`config.mk`:
```
export PLATFORM = sky130hd
export DESIGN_NAME = fwd_hazard_ctrl
export DESIGN_NICKNAME = d
export VERILOG_FILES = /design/src/rtl/fwd_pkg.sv /design/src/rtl/hazard_tag_pipe.sv /design/src/rtl/fwd_hazard_ctrl.sv
export SDC_FILE = /design/constraint.sdc
export NUM_CORES = 1
export LEC_CHECK = 0
export ABC_AREA = 1
export ABC_CLOCK_PERIOD_IN_PS = 1100
export BUFFER_PORTS_ARGS = -buffer_cell sky130_fd_sc_hd__buf_2
export CORE_ASPECT_RATIO = 1.1
export CORE_MARGIN = 3
export CORE_UTILIZATION = 45
export DETAILED_ROUTE_END_ITERATION = 12
export PLACE_DENSITY = 0.79
export SETUP_SLACK_MARGIN = 0.4
export SYNTH_ARGS = -nofsm -noshare
export SYNTH_HDL_FRONTEND = slang
export SYNTH_SLANG_ARGS = --single-unit
```
`constraint.sdc`:
```
create_clock -name Clk -period 1.1 [get_ports Clk]
set_input_delay 0.11 -clock Clk [delete_from_list [all_inputs] [get_ports Clk]]
set_output_delay 0.11 -clock Clk [all_outputs]
set_load 0.01 [all_outputs]
```
`src/rtl/fwd_pkg.sv`:
```
// Shared select encodings, stage-tag record and tag helpers for the
// EX-stage forwarding / load-use hazard controller.
package fwd_pkg;

  localparam int REG_W = 5;

  localparam logic [1:0] FWD_REG = 2'b00;
  localparam logic [1:0] FWD_WB  = 2'b01;
  localparam logic [1:0] FWD_MEM = 2'b10;

  localparam logic [REG_W-1:0] REG_ZERO = '0;

  typedef struct packed {
    logic             v;
    logic [REG_W-1:0] rd;
    logic             rw;
    logic             mr;
  } stage_tag_t;

  // A stage only produces a forwardable result if it really writes a non-$0 register.
  function automatic logic tagWrites(input stage_tag_t t);
    return t.v && t.rw && (t.rd != REG_ZERO);
  endfunction

  function automatic logic [1:0] selectFwd(input stage_tag_t exTag,
                                           input stage_tag_t memTag,
                                           input logic [REG_W-1:0] src);
    logic [1:0] sel;
    sel = FWD_REG;
    if (tagWrites(exTag) && (exTag.rd == src)) begin
      sel = FWD_MEM;
    end else if (tagWrites(memTag) && (memTag.rd == src)) begin
      sel = FWD_WB;
    end
    return sel;
  endfunction

endpackage

```
`src/rtl/hazard_tag_pipe.sv`:
```
// EX/MEM/WB destination-tag shift register; a bubble clears the tag
// entering EX while older tags keep advancing.
module hazard_tag_pipe
  import fwd_pkg::*;
(
  input  logic       Clk,
  input  logic       Rst_n,
  input  stage_tag_t idTag,
  input  logic       bubble,
  output stage_tag_t exTag,
  output stage_tag_t memTag,
  output stage_tag_t wbTag
);

  stage_tag_t exTag_q, exTag_d;
  stage_tag_t memTag_q;
  stage_tag_t wbTag_q;

  always_comb begin
    exTag_d = idTag;
    if (bubble) begin
      exTag_d = '0;
    end
  end

  always_ff @(posedge Clk or negedge Rst_n) begin
    if (!Rst_n) begin
      exTag_q  <= '0;
      memTag_q <= '0;
      wbTag_q  <= '0;
    end else begin
      exTag_q  <= exTag_d;
      memTag_q <= exTag_q;
      wbTag_q  <= memTag_q;
    end
  end

  assign exTag  = exTag_q;
  assign memTag = memTag_q;
  assign wbTag  = wbTag_q;

endmodule

```
`src/rtl/fwd_hazard_ctrl.sv`:
```
// Forwarding-select and load-use stall control beside the ID/EX register.
// Optional stall-cycle counter is built only when STALL_COUNT_EN is defined.
module fwd_hazard_ctrl
  import fwd_pkg::*;
#(
  parameter int REG_ADDR_W = REG_W,
  parameter int CNT_W      = 32
) (
  input  logic                  Clk,
  input  logic                  Rst_n,
  input  logic                  idValid,
  input  logic [REG_ADDR_W-1:0] idRs,
  input  logic [REG_ADDR_W-1:0] idRt,
  input  logic [REG_ADDR_W-1:0] idRd,
  input  logic                  idRegWrite,
  input  logic                  idMemRead,
  input  logic                  flush,
  output logic [1:0]            fwdA,
  output logic [1:0]            fwdB,
  output logic                  stall,
  output logic                  exValid
`ifdef STALL_COUNT_EN
  ,
  output logic [CNT_W-1:0]      stallCount
`endif
);

  stage_tag_t idTag;
  stage_tag_t exTag;
  stage_tag_t memTag;
  stage_tag_t wbTag;
  logic       hazard;
  logic       bubble;
  logic [1:0] fwdA_q, fwdA_d;
  logic [1:0] fwdB_q, fwdB_d;
  logic       unusedTags;

  assign idTag = '{v: idValid, rd: idRd, rw: idRegWrite, mr: idMemRead};

  hazard_tag_pipe u_tagPipe (
    .Clk    (Clk),
    .Rst_n  (Rst_n),
    .idTag  (idTag),
    .bubble (bubble),
    .exTag  (exTag),
    .memTag (memTag),
    .wbTag  (wbTag)
  );

  // WB tag and MEM load flag are tracked but no select depends on them.
  assign unusedTags = ^{wbTag, memTag.mr};

  assign hazard = idValid && exTag.v && exTag.mr && tagWrites(exTag) &&
                  ((exTag.rd == idRs) || (exTag.rd == idRt));
  assign stall  = hazard && !flush;
  assign bubble = flush || stall || !idValid;

  always_comb begin
    fwdA_d = FWD_REG;
    fwdB_d = FWD_REG;
    if (!bubble) begin
      fwdA_d = selectFwd(exTag, memTag, idRs);
      fwdB_d = selectFwd(exTag, memTag, idRt);
    end
  end

  always_ff @(posedge Clk or negedge Rst_n) begin
    if (!Rst_n) begin
      fwdA_q <= FWD_REG;
      fwdB_q <= FWD_REG;
    end else begin
      fwdA_q <= fwdA_d;
      fwdB_q <= fwdB_d;
    end
  end

  assign fwdA    = fwdA_q;
  assign fwdB    = fwdB_q;
  assign exValid = exTag.v;

`ifdef STALL_COUNT_EN
  logic [CNT_W-1:0] stallCount_q;

  always_ff @(posedge Clk or negedge Rst_n) begin
    if (!Rst_n) begin
      stallCount_q <= '0;
    end else if (stall) begin
      stallCount_q <= stallCount_q + 1'b1;
    end
  end

  assign stallCount = stallCount_q;
`endif

endmodule
```
Word-level counts from Yosys, hierarchy flattened
Index checks and enable logic that the tools add are counted.
{"block": "word_totals", "inputBits": 21, "register_bits": 19, "out_inout_bits": 6, "word_cells": 40}
{"block": "classes", "muxes": 7, "n_eq_ne": 4, "reduce_logical": 20}
{"op": "5-bit == test", "n": 4}
{"op": "1-bit logical AND", "n": 13}
{"op": "5-bit nonzero test", "n": 2}
{"op": "2-bit 2-to-1 mux", "n": 4}
{"op": "8-bit 2-to-1 mux", "n": 1}
{"op": "1-bit logical OR", "n": 3}
{"op": "1-bit zero test", "n": 2}
{"op": "1-bit 2-to-1 mux", "n": 2}

Depth between registers and ports, before layout
Gate-level depths: netlist of run 1.
{"block": "depth", "ltp_word": 8, "depth_mapped": 10, "depth_no_buf": 9}

Hierarchy
From an unflattened synthesis of run 1, not the netlist that was laid out.
{"block": "unflattened", "hier_cells": 135, "area_unflattened_um2": 1201.2}
{"mod": "hazard_tag_pipe", "seq_area_each_um2": 600.6, "area_per_inst_um2": 671.9, "cells_each": 41, "n_inst": 1}
{"mod": "fwd_hazard_ctrl", "seq_area_each_um2": 100.1, "area_per_inst_um2": 529.3, "cells_each": 94, "n_inst": 1}

Worst setup path before layout of run 1
OpenSTA, ideal clock, no wires.
{"block": "synth_timing", "path_type": "register to register", "from": "register u_tagPipe.exTag_q (netlist bit u_tagPipe.exTag[4])", "to": "register fwdA_q[0] (netlist: fwdA[0])", "path_slack_ns": -0.058, "setup_ns": 0.115, "path_stages_with_launch": 11, "period_less_slack_ns": 1.158, "path_buffers": 1, "t_required_ns": 0.985, "t_arrival_ns": 1.043, "path_cell_list": "dfrtp_1 -> inv_1 -> nand2_1 -> nand2_1 -> nor2_1 -> nand3_1 -> nand2_1 -> nand2_2 -> nand2_2 -> buf_6 -> nor2_1"}
{"block": "synth_via", "elab_chain_cells": 8, "word_cells_on_any_way": 13, "cone_classes": "eq/ne: 2; mux: 2; reduce/logical: 9"}
{"element": "start: declaration", "line": "hazard_tag_pipe.sv:15", "text": "stage_tag_t exTag_q, exTag_d;"}
{"element": "start signal: assignment", "line": "hazard_tag_pipe.sv:32", "text": "exTag_q <= exTag_d;"}
{"element": "5-bit nonzero test", "line": "fwd_pkg.sv:22", "text": "return t.v && t.rw && (t.rd != REG_ZERO);"}
{"element": "1-bit logical AND", "line": "fwd_pkg.sv:22"}
{"element": "1-bit logical AND (2 in a row)", "line": "fwd_hazard_ctrl.sv:53", "text": "assign hazard = idValid && exTag.v && exTag.mr && tagWrites(exTag) &&"}
{"element": "1-bit logical AND", "line": "fwd_hazard_ctrl.sv:55", "text": "assign stall = hazard && !flush;"}
{"element": "1-bit logical OR (2 in a row)", "line": "fwd_hazard_ctrl.sv:56", "text": "assign bubble = flush || stall || !idValid;"}
{"element": "2-bit 2-to-1 mux *", "line": "fwd_hazard_ctrl.sv:61", "text": "if (!bubble) begin"}
{"element": "net fwdA_d[0]", "line": "fwd_hazard_ctrl.sv:34", "text": "logic [1:0] fwdA_q, fwdA_d;"}
{"element": "end signal: assignment", "line": "fwd_hazard_ctrl.sv:72", "text": "fwdA_q <= fwdA_d;"}
{"element": "end: declaration", "line": "fwd_hazard_ctrl.sv:34"}
The timed path passes the listed nets; every way through them passes the cells marked *.

Final worst setup path of run 1
{"block": "layout_timing", "from": "register u_tagPipe.exTag_q (netlist bit u_tagPipe.exTag[5])", "to": "output stall"}
{"block": "layout_via", "elab_chain_cells": 5, "word_cells_on_any_way": 8, "cone_classes": "eq/ne: 2; reduce/logical: 6"}
{"element": "5-bit nonzero test", "line": "fwd_pkg.sv:22"}
{"element": "1-bit logical AND", "line": "fwd_pkg.sv:22"}
{"element": "1-bit logical AND", "line": "fwd_hazard_ctrl.sv:53"}
{"element": "1-bit logical AND *", "line": "fwd_hazard_ctrl.sv:53"}
{"element": "1-bit logical AND *", "line": "fwd_hazard_ctrl.sv:55"}
{"element": "end: declaration", "line": "fwd_hazard_ctrl.sv:20", "text": "output logic stall,"}
Every way passes the cells marked *; elsewhere a longest branch is shown, timed or not.

==> metrics.md, run 1 <==
| Metric | Value |
|---|---|
| Most frequent cells in the layout | `buf_2, nand2_1, inv_1` |
| Initial antenna violation count | `0` |
| Cell taking the most area after synthesis | `dfrtp_1` |
| Site Rows | `17` |
| Num CTS Buffers | `3` |
| Clk root buf | `clkbuf_4` |
| Non-Filler Cell Area, Final | `1350 sq um` |
| R2r startpoint | `u_tagPipe.exTag[5]$_DFF_PN0_` |
| Setup crit end kind | `output port` |
| Critical path required time | `0.99 ns` |
| Overall Global Routing Usage | `18.3%` |
| Part of the power in registers | `~55%` |
| Unique masters post-synth | `12` |
| Fin. max-slew vios | `0` |
| NetSw | `363 uW` |
| Die extent in y | `roughly 55 microns` |
| Die ar. | `approximately 2800 sq um` |
| Final Critical Period | `1.57 ns` |
| Hold Path Depth | `3` |
| Syn avg cell area | `7.60 sq um` |
| Internal power | `a little under 1000 uW` |
| Unrepaired setup endpoints after global routing | `true` |
| Seq/Total Area, Yosys | `between 40 and 50%` |
| Peak supply drop | `0.855 mV` |
| Max Cap Viol | `0` |
| DRC | `0` |
| GPL Wtd Cong | `around 0.95` |
| Routed Antenna Nets | `0` |
| Starting Density | `48.0%` |
| IO Count | `27` |
| Vias | `910` |
| Crit path kind | `reg -> out` |
| Inserted Diodes | `0` |
| Maximum fanout along the worst path | `4` |
| Fin nets | `192` |
| Grt ovf | `0` |
| Skew-Pair Late Insertion Delay | `0.29 ns` |
| Placement Cell Area | `1160 sq um` |
| Worst R2R Setup Slack | `-0.34 ns` |
| Leakage | `0.000754 uW` |
| Setup-failing EPs final | `13` |
| Sw Ratio | `27.0%` |
| Tcrit/Tclk final | `143%` |
| Initial drt markers | `22` |
| Avg WL per Cell | `11.9 microns` |
| RR Endpoint | `u_tagPipe.exTag[6]$_DFF_PN0_` |
| Routed WL | `about 2.4 mm` |
| FF-to-FF path depth | `11` |
| Longest Clk Path Bufs | `2` |
| CP Launch Type | `register` |
| Vias in the first global route | `roughly 890` |
| Worst hold path startpoint | `idMemRead` |
| Setup Skew | `between 0.002 and 0.003 ns` |
| Area of the core | `2040 sq um` |
| Top post-synthesis cells by area | `dfrtp_1, nand2_1, nor2_1` |
| Post-synthesis register bit count | `19` |
| HPWL after DPL | `roughly 1.7 mm` |
| Clock tree from TritonCTS | `done` |
| Port Buffers | `26` |
| Global-route wire length before repair | `~3.7 mm` |
| Hold Path End | `u_tagPipe.exTag[0]$_DFF_PN0_` |
| Share of cells above drive strength 1 | `40.6%` |
| Status | `finished with violations` |
| Synthesis-to-finish area growth | `38.0%` |
| Share of the synthesized area in the top cell type | `about half` |
| Post-Syn Area | `981 sq um` |
| Post-route worst setup slack | `-0.471 ns` |
| Hold crit path type | `in -> reg` |
| Via/cell ratio | `4.60` |
| Violated checks | `setup timing` |
| Combinational share of power | `19.2%` |
| Largest net degree at the start of global routing | `20` |
| Final hold slack | `0.0166 ns` |
| Drt first pass iters | `4` |
| Commonest non-fill, non-tap cell in the layout | `buf_2` |
| Filler cells | `182` |
| Cells after synthesis | `129` |
| Rel. slew slack | `54.5%` |
| CTS Sinks | `19` |
| Die Span X | `roughly 50 microns` |
| Clock slew at reported path FFs | `0.10 ns` |
| Max Clock Freq | `636 MHz` |
| Part of the power in the clock network | `25.6%` |
| H-tree depth | `1` |
| Syn nets | `150` |
| Ys Warns | `0` |
| PwrDens | `roughly 990 nW/um^2` |
| Crit path DAT | `1.46 ns` |
| Hold violation count in the final report | `0` |
| Least-Margin Pin Slew | `between 0.6 and 0.7 ns` |
[through the flow]
step                std cells  utilization [%]  setup slack, ns  TNS, ns  power, uW
detailed placement        186             57.0           -0.215    -2.50        961
CTS                       195             62.4           -0.442    -3.04       1330
floorplan                 129                -          -0.0427   -0.425        864
finish                    198             66.3           -0.471    -4.32       1350
global route              198             66.3           -0.606    -5.75       1410
global placement          186             57.0           -0.183    -2.13        953
[power groups by stage]
stage | clock (uW) | sequential (uW) | combinational, uW
after floorplan | 0 | 751 | 113
after global placement | 0 | 752 | 200
after detailed placement | 0 | 755 | 206
after CTS | 354 | 742 | 234
after global routing | 376 | 748 | 290
final | 344 | 743 | 259
[state kept, by name, indices dropped and copies added, names as in the netlist]
name and cells:
fwdB 2, u_tagPipe.memTag 7, u_tagPipe.exTag 8, fwdA 2
[per-layer routing]
metal	up-vias	part of all wire, %	GRT usage (%)
met5	-	0	0
met4	0	1.5	8.52
met3	6	3.6	2.14
met2	21	53	33.7
met1	420	42	21.8
li1	463	-	-
[cells by family after synthesis]
group | after synthesis | share of synthesized area [%]
buffers and inverters | 24 | 9.95
DFF | 19 | 48.5
xor gates and xnor gates | 12 | 10.7
and+or+nand+nor | 74 | 30.9
[worst max path at each step]
stage                   endpoint                         start  slack, ns
2_1_floorplan  fwdA[0]$_DFF_PN0_  u_tagPipe.exTag[4]$_DFF_PN0_      -0.04
3_3_place_gp   fwdB[1]$_DFF_PN0_  u_tagPipe.exTag[4]$_DFF_PN0_      -0.18
3_5_place_dp   fwdA[1]$_DFF_PN0_  u_tagPipe.exTag[5]$_DFF_PN0_      -0.21
4_1_cts                    stall  u_tagPipe.exTag[4]$_DFF_PN0_      -0.44
5_1_grt                    stall  u_tagPipe.exTag[3]$_DFF_PN0_      -0.61
6_report                   stall  u_tagPipe.exTag[5]$_DFF_PN0_      -0.47
[cell usage after synthesis]
master,instances
nand2_1,35
nor2_1,26
inv_1,23
dfrtp_1,19
xnor2_1,6
xor2_1,6
nand3_1,5
nor3_1,3
nand2_2,2
nand3b_1,2
buf_6,1
nand4_1,1
[critical path, cell delays in order (launching register included)]
cell     delay (ns)
dfrtp_1        0.44
inv_2          0.07
nand2_1        0.06
nand2_1        0.06
nor2_1         0.08
nand3_1        0.08
nand2_1        0.08
nand2_2        0.07
nor2_2         0.09
buf_2          0.14
[timing repair]
| action | CTS | global route |
|---|---|---|
| gates resized for setup | 9 | 21 |
| setup endpoints to repair | 18 | 18 |
| gates cloned | 1 | 0 |
| hold buffers | 1 | 0 |
| buffers inserted | 3 | 3 |
| endpoints found under the hold margin | 19 | 0 |
| pin swaps | 7 | 4 |
[cell type report]
type	count	area [sq um]	area share (%)
clock buffer	4	26.3	1.94
inverter	23	86.3	6.38
multi-input combinational	87	499	36.9
sequential	19	478	35.3
tap	28	35.0	2.59
timing repair buffer	37	229	16.9
No activity file was read; power rests on OpenSTA's default activity.
==> run 2, diff against run 1 <==
- CORE_ASPECT_RATIO: 1.1 -> not set
- CORE_UTILIZATION: 45 -> 48
- PLACE_DENSITY: 0.79 -> 0.81
- REMOVE_ABC_BUFFERS: not set -> 1
- SYNTH_HIERARCHICAL: not set -> 1
==> run 2 against run 1 <==
Against the previous run: the flow finishes with violations (hold timing, setup timing); sequential power down 0.5%; worst setup slack worse by 0.025 ns; die area down 6.0%; first-iteration DRC count down 73%; global-route usage about the same; fmax down 1.5%.
==> metrics.md, run 2 <==
| Metric | Value |
|---|---|
| Clock slew at reported path FFs | `0.11 ns (about the same)` |
| Routed Antenna Nets | `0 (unchanged)` |
| Non-filler cells, final | `188 (-5.1%)` |
| Footprint of the multi-input gates | `443 sq um (-11%)` |
| HPWL after DPL | `1.61 mm (-6.9%)` |
| Vias in the first global route | `863 (-3.5%)` |
| Synthesis-to-finish area growth | `29.6%` |
| Vias | `849 (-6.7%)` |
| Area of the core | `1820 sq um (-11%)` |
| Via/cell ratio | `4.52 (-1.7%)` |
| Crit path largest cell delay | `0.40 ns (-0.04 ns)` |
| Largest register FFs | `8 (unchanged)` |
| Least-Margin Pin Slew | `0.523 ns (-0.157 ns)` |
| Filler cells | `169 (-7.1%)` |
| Die Span X | `51.1 microns (+1.1%)` |
| Fin. max-slew vios | `0 (unchanged)` |
| Drt first pass iters | `4 (unchanged)` |
| Overall Global Routing Usage | `18.4% (+0.025 points)` |
| DRC | `0 (unchanged)` |
| Tcrit/Tclk final | `145% (+2.2 points)` |
| Crit path DAT | `1.49 ns (+0.03 ns)` |
| Starting Density | `53.6% (+5.6 points)` |
| Avg WL per Cell | `11.1 microns (-6.6%)` |
| H-tree depth | `1 (unchanged)` |
| Hold crit path type | `in -> reg` |
| Clock tree from TritonCTS | `done` |
| Crit-path leading delay family | `simple AND/OR/NAND/NOR gates` |
| Fin nets | `185 (-3.6%)` |
| Max Clock Freq | `627 MHz (-1.5%)` |
| CP cell instances | `inv_1, nand2_1, nand2_1, nor2_1, nand3_1, nand2_2, nand2_2, nor2_1, buf_2` |
| Num CTS Buffers | `3 (unchanged)` |
| Largest net degree at the start of global routing | `20 (unchanged)` |
| Slowest CP cell | `dfrtp_1` |
| Crit path kind | `reg -> out` |
| Global-route wire length before repair | `3.55 mm (-5.0%)` |
| Violated checks | `hold timing, setup timing` |
| Initial drt markers | `6 (-73%)` |
| Unrepaired setup endpoints after global routing | `true` |
| Peak supply drop | `0.632 mV (-26%)` |
| Syn avg cell area | `7.75 sq um (+1.9%)` |
| Inserted Diodes | `0 (unchanged)` |
| Grt ovf | `0 (unchanged)` |
| Ys Warns | `6 (+6)` |
| GPL Wtd Cong | `0.834 (-12%)` |
| Site Rows | `15 (-2)` |
| Max Cap Viol | `0 (unchanged)` |
| PwrDens | `1040 nW/um^2 (+4.5%)` |
| Post-route worst setup slack | `-0.496 ns (-0.0245 ns)` |
| Placement Cell Area | `1130 sq um (-3.3%)` |
| Clk root buf | `clkbuf_4` |
| Post-Syn Area | `976 sq um (-0.51%)` |
| Most frequent cells in the layout | `nand2_1, buf_2, inv_1` |
| Initial antenna violation count | `0 (unchanged)` |
| Setup Skew | `0.00374 ns (+0.00106 ns)` |
| Port Buffers | `26 (unchanged)` |
| Setup crit end kind | `output port` |
| Non-Filler Cell Area, Final | `1260 sq um (-6.6%)` |
| Commonest non-fill, non-tap cell in the layout | `nand2_1` |
| Routed WL | `2.09 mm (-11%)` |
| IO Count | `27 (unchanged)` |
| Share of cells above drive strength 1 | `33.7% (-6.8 points)` |
| Worst path bufs/invs | `2 (unchanged)` |
| FF/Latch Area | `477 sq um (-0.26%)` |
| Total power | `1310 uW (-2.3%)` |
| CTS Sinks | `19 (unchanged)` |
| Hold violation count in the final report | `1 (+1)` |
| Rel. slew slack | `65.0% (+10 points)` |
| Post-Place Cells | `176 (-5.4%)` |
| Setup-failing EPs final | `13 (unchanged)` |
| Status | `finished with violations` |
| Skew-Pair Late Insertion Delay | `0.30 ns (about the same)` |
| Critical path required time | `0.99 ns (about the same)` |
| CP Launch Type | `register` |
| Cells after synthesis | `126 (-2.3%)` |
| Die ar. | `2610 sq um (-6.0%)` |
| Final Critical Period | `1.60 ns (+0.0245 ns)` |
| Longest Clk Path Bufs | `2 (unchanged)` |
| Final hold slack | `-0.00271 ns (-0.0193 ns)` |
| Die extent in y | `51.1 microns (-7.1%)` |
| Maximum fanout along the worst path | `4 (unchanged)` |
| Leakage | `0.000719 uW (-4.7%)` |
-- run 2: what timing repair did --
| action | CTS | global route |
|---|---|---|
| buffers inserted | 2 | 1 |
| setup endpoints to repair | 18 | 18 |
| cloned | 1 | 0 |
| hold endpoints to repair | 22 | 0 |
| pin swaps | 6 | 2 |
| hold buffers | 4 | 0 |
| gates resized for setup | 4 | 11 |
-- run 2: where the power goes --
part | total (uW) | leakage, uW | switching (uW) | internal [uW]
Sequential | 739 | 0.000256 | 20.1 | 719
Clock | 360 | 0.0000177 | 224 | 136
Combinational | 216 | 0.000445 | 117 | 99.3
Total | 1310 | 0.000719 | 361 | 954
-- run 2: per-stage QoR --
step | setup TNS (ns) | utilization (%) | hold WS (ns) | setup slack [ns]
2_1_floorplan | -0.258 | - | -0.186 | -0.0287
3_3_place_gp | -2.11 | 61.9 | 0.0638 | -0.178
3_5_place_dp | -2.60 | 61.9 | 0.0683 | -0.217
4_1_cts | -3.50 | 67.8 | 0.00614 | -0.485
5_1_grt | -4.44 | 69.5 | 0.0163 | -0.578
6_report | -3.46 | 69.5 | -0.00271 | -0.496
-- run 2: path summary, 6_finish.rpt --
| path | startpoint | end | slack (ns) | cells past startpoint |
|---|---|---|---|---|
| min | idRd[2] | u_tagPipe/exTag[4]$_DFF_PN0_ | -0.003 | 3 |
| max in group asynchronous | Rst_n | u_tagPipe/exTag[4]$_DFF_PN0_ | 0.52 | 2 |
| max reg2reg | u_tagPipe/exTag[4]$_DFF_PN0_ | fwdA[0]$_DFF_PN0_ | -0.28 | 11 |
| max | u_tagPipe/exTag[2]$_DFF_PN0_ | stall | -0.50 | 9 |
| min reg2reg | u_tagPipe/exTag[1]$_DFF_PN0_ | u_tagPipe/memTag[1]$_DFF_PN0_ | 0.40 | 0 |
| min in group asynchronous | Rst_n | u_tagPipe/exTag[0]$_DFF_PN0_ | 0.26 | 2 |
-- run 2: routing by layer --
layer / wire, microns / global-route usage, %
met1: 866 / 21.2
met2: 1110 / 33.3
met3: 81 / 2.62
met4: 34 / 8.07
met5: 0 / 0
-- run 2: final cells by class --
type,count,share of cell area [%]
Clock buffer,3,1.78
Clock inverter,1,0.396
Sequential cell,19,37.7
Tap cell,25,2.47
Inverter,25,7.42
Multi-Input combinational cell,82,35.0
Timing Repair Buffer,33,15.2
-- run 2: worst min-delay path, delay by kind of cell --
kind,cells,cell delay (ns)
buffers and inverters,2,0.13
and+or+nand+nor,1,0.03
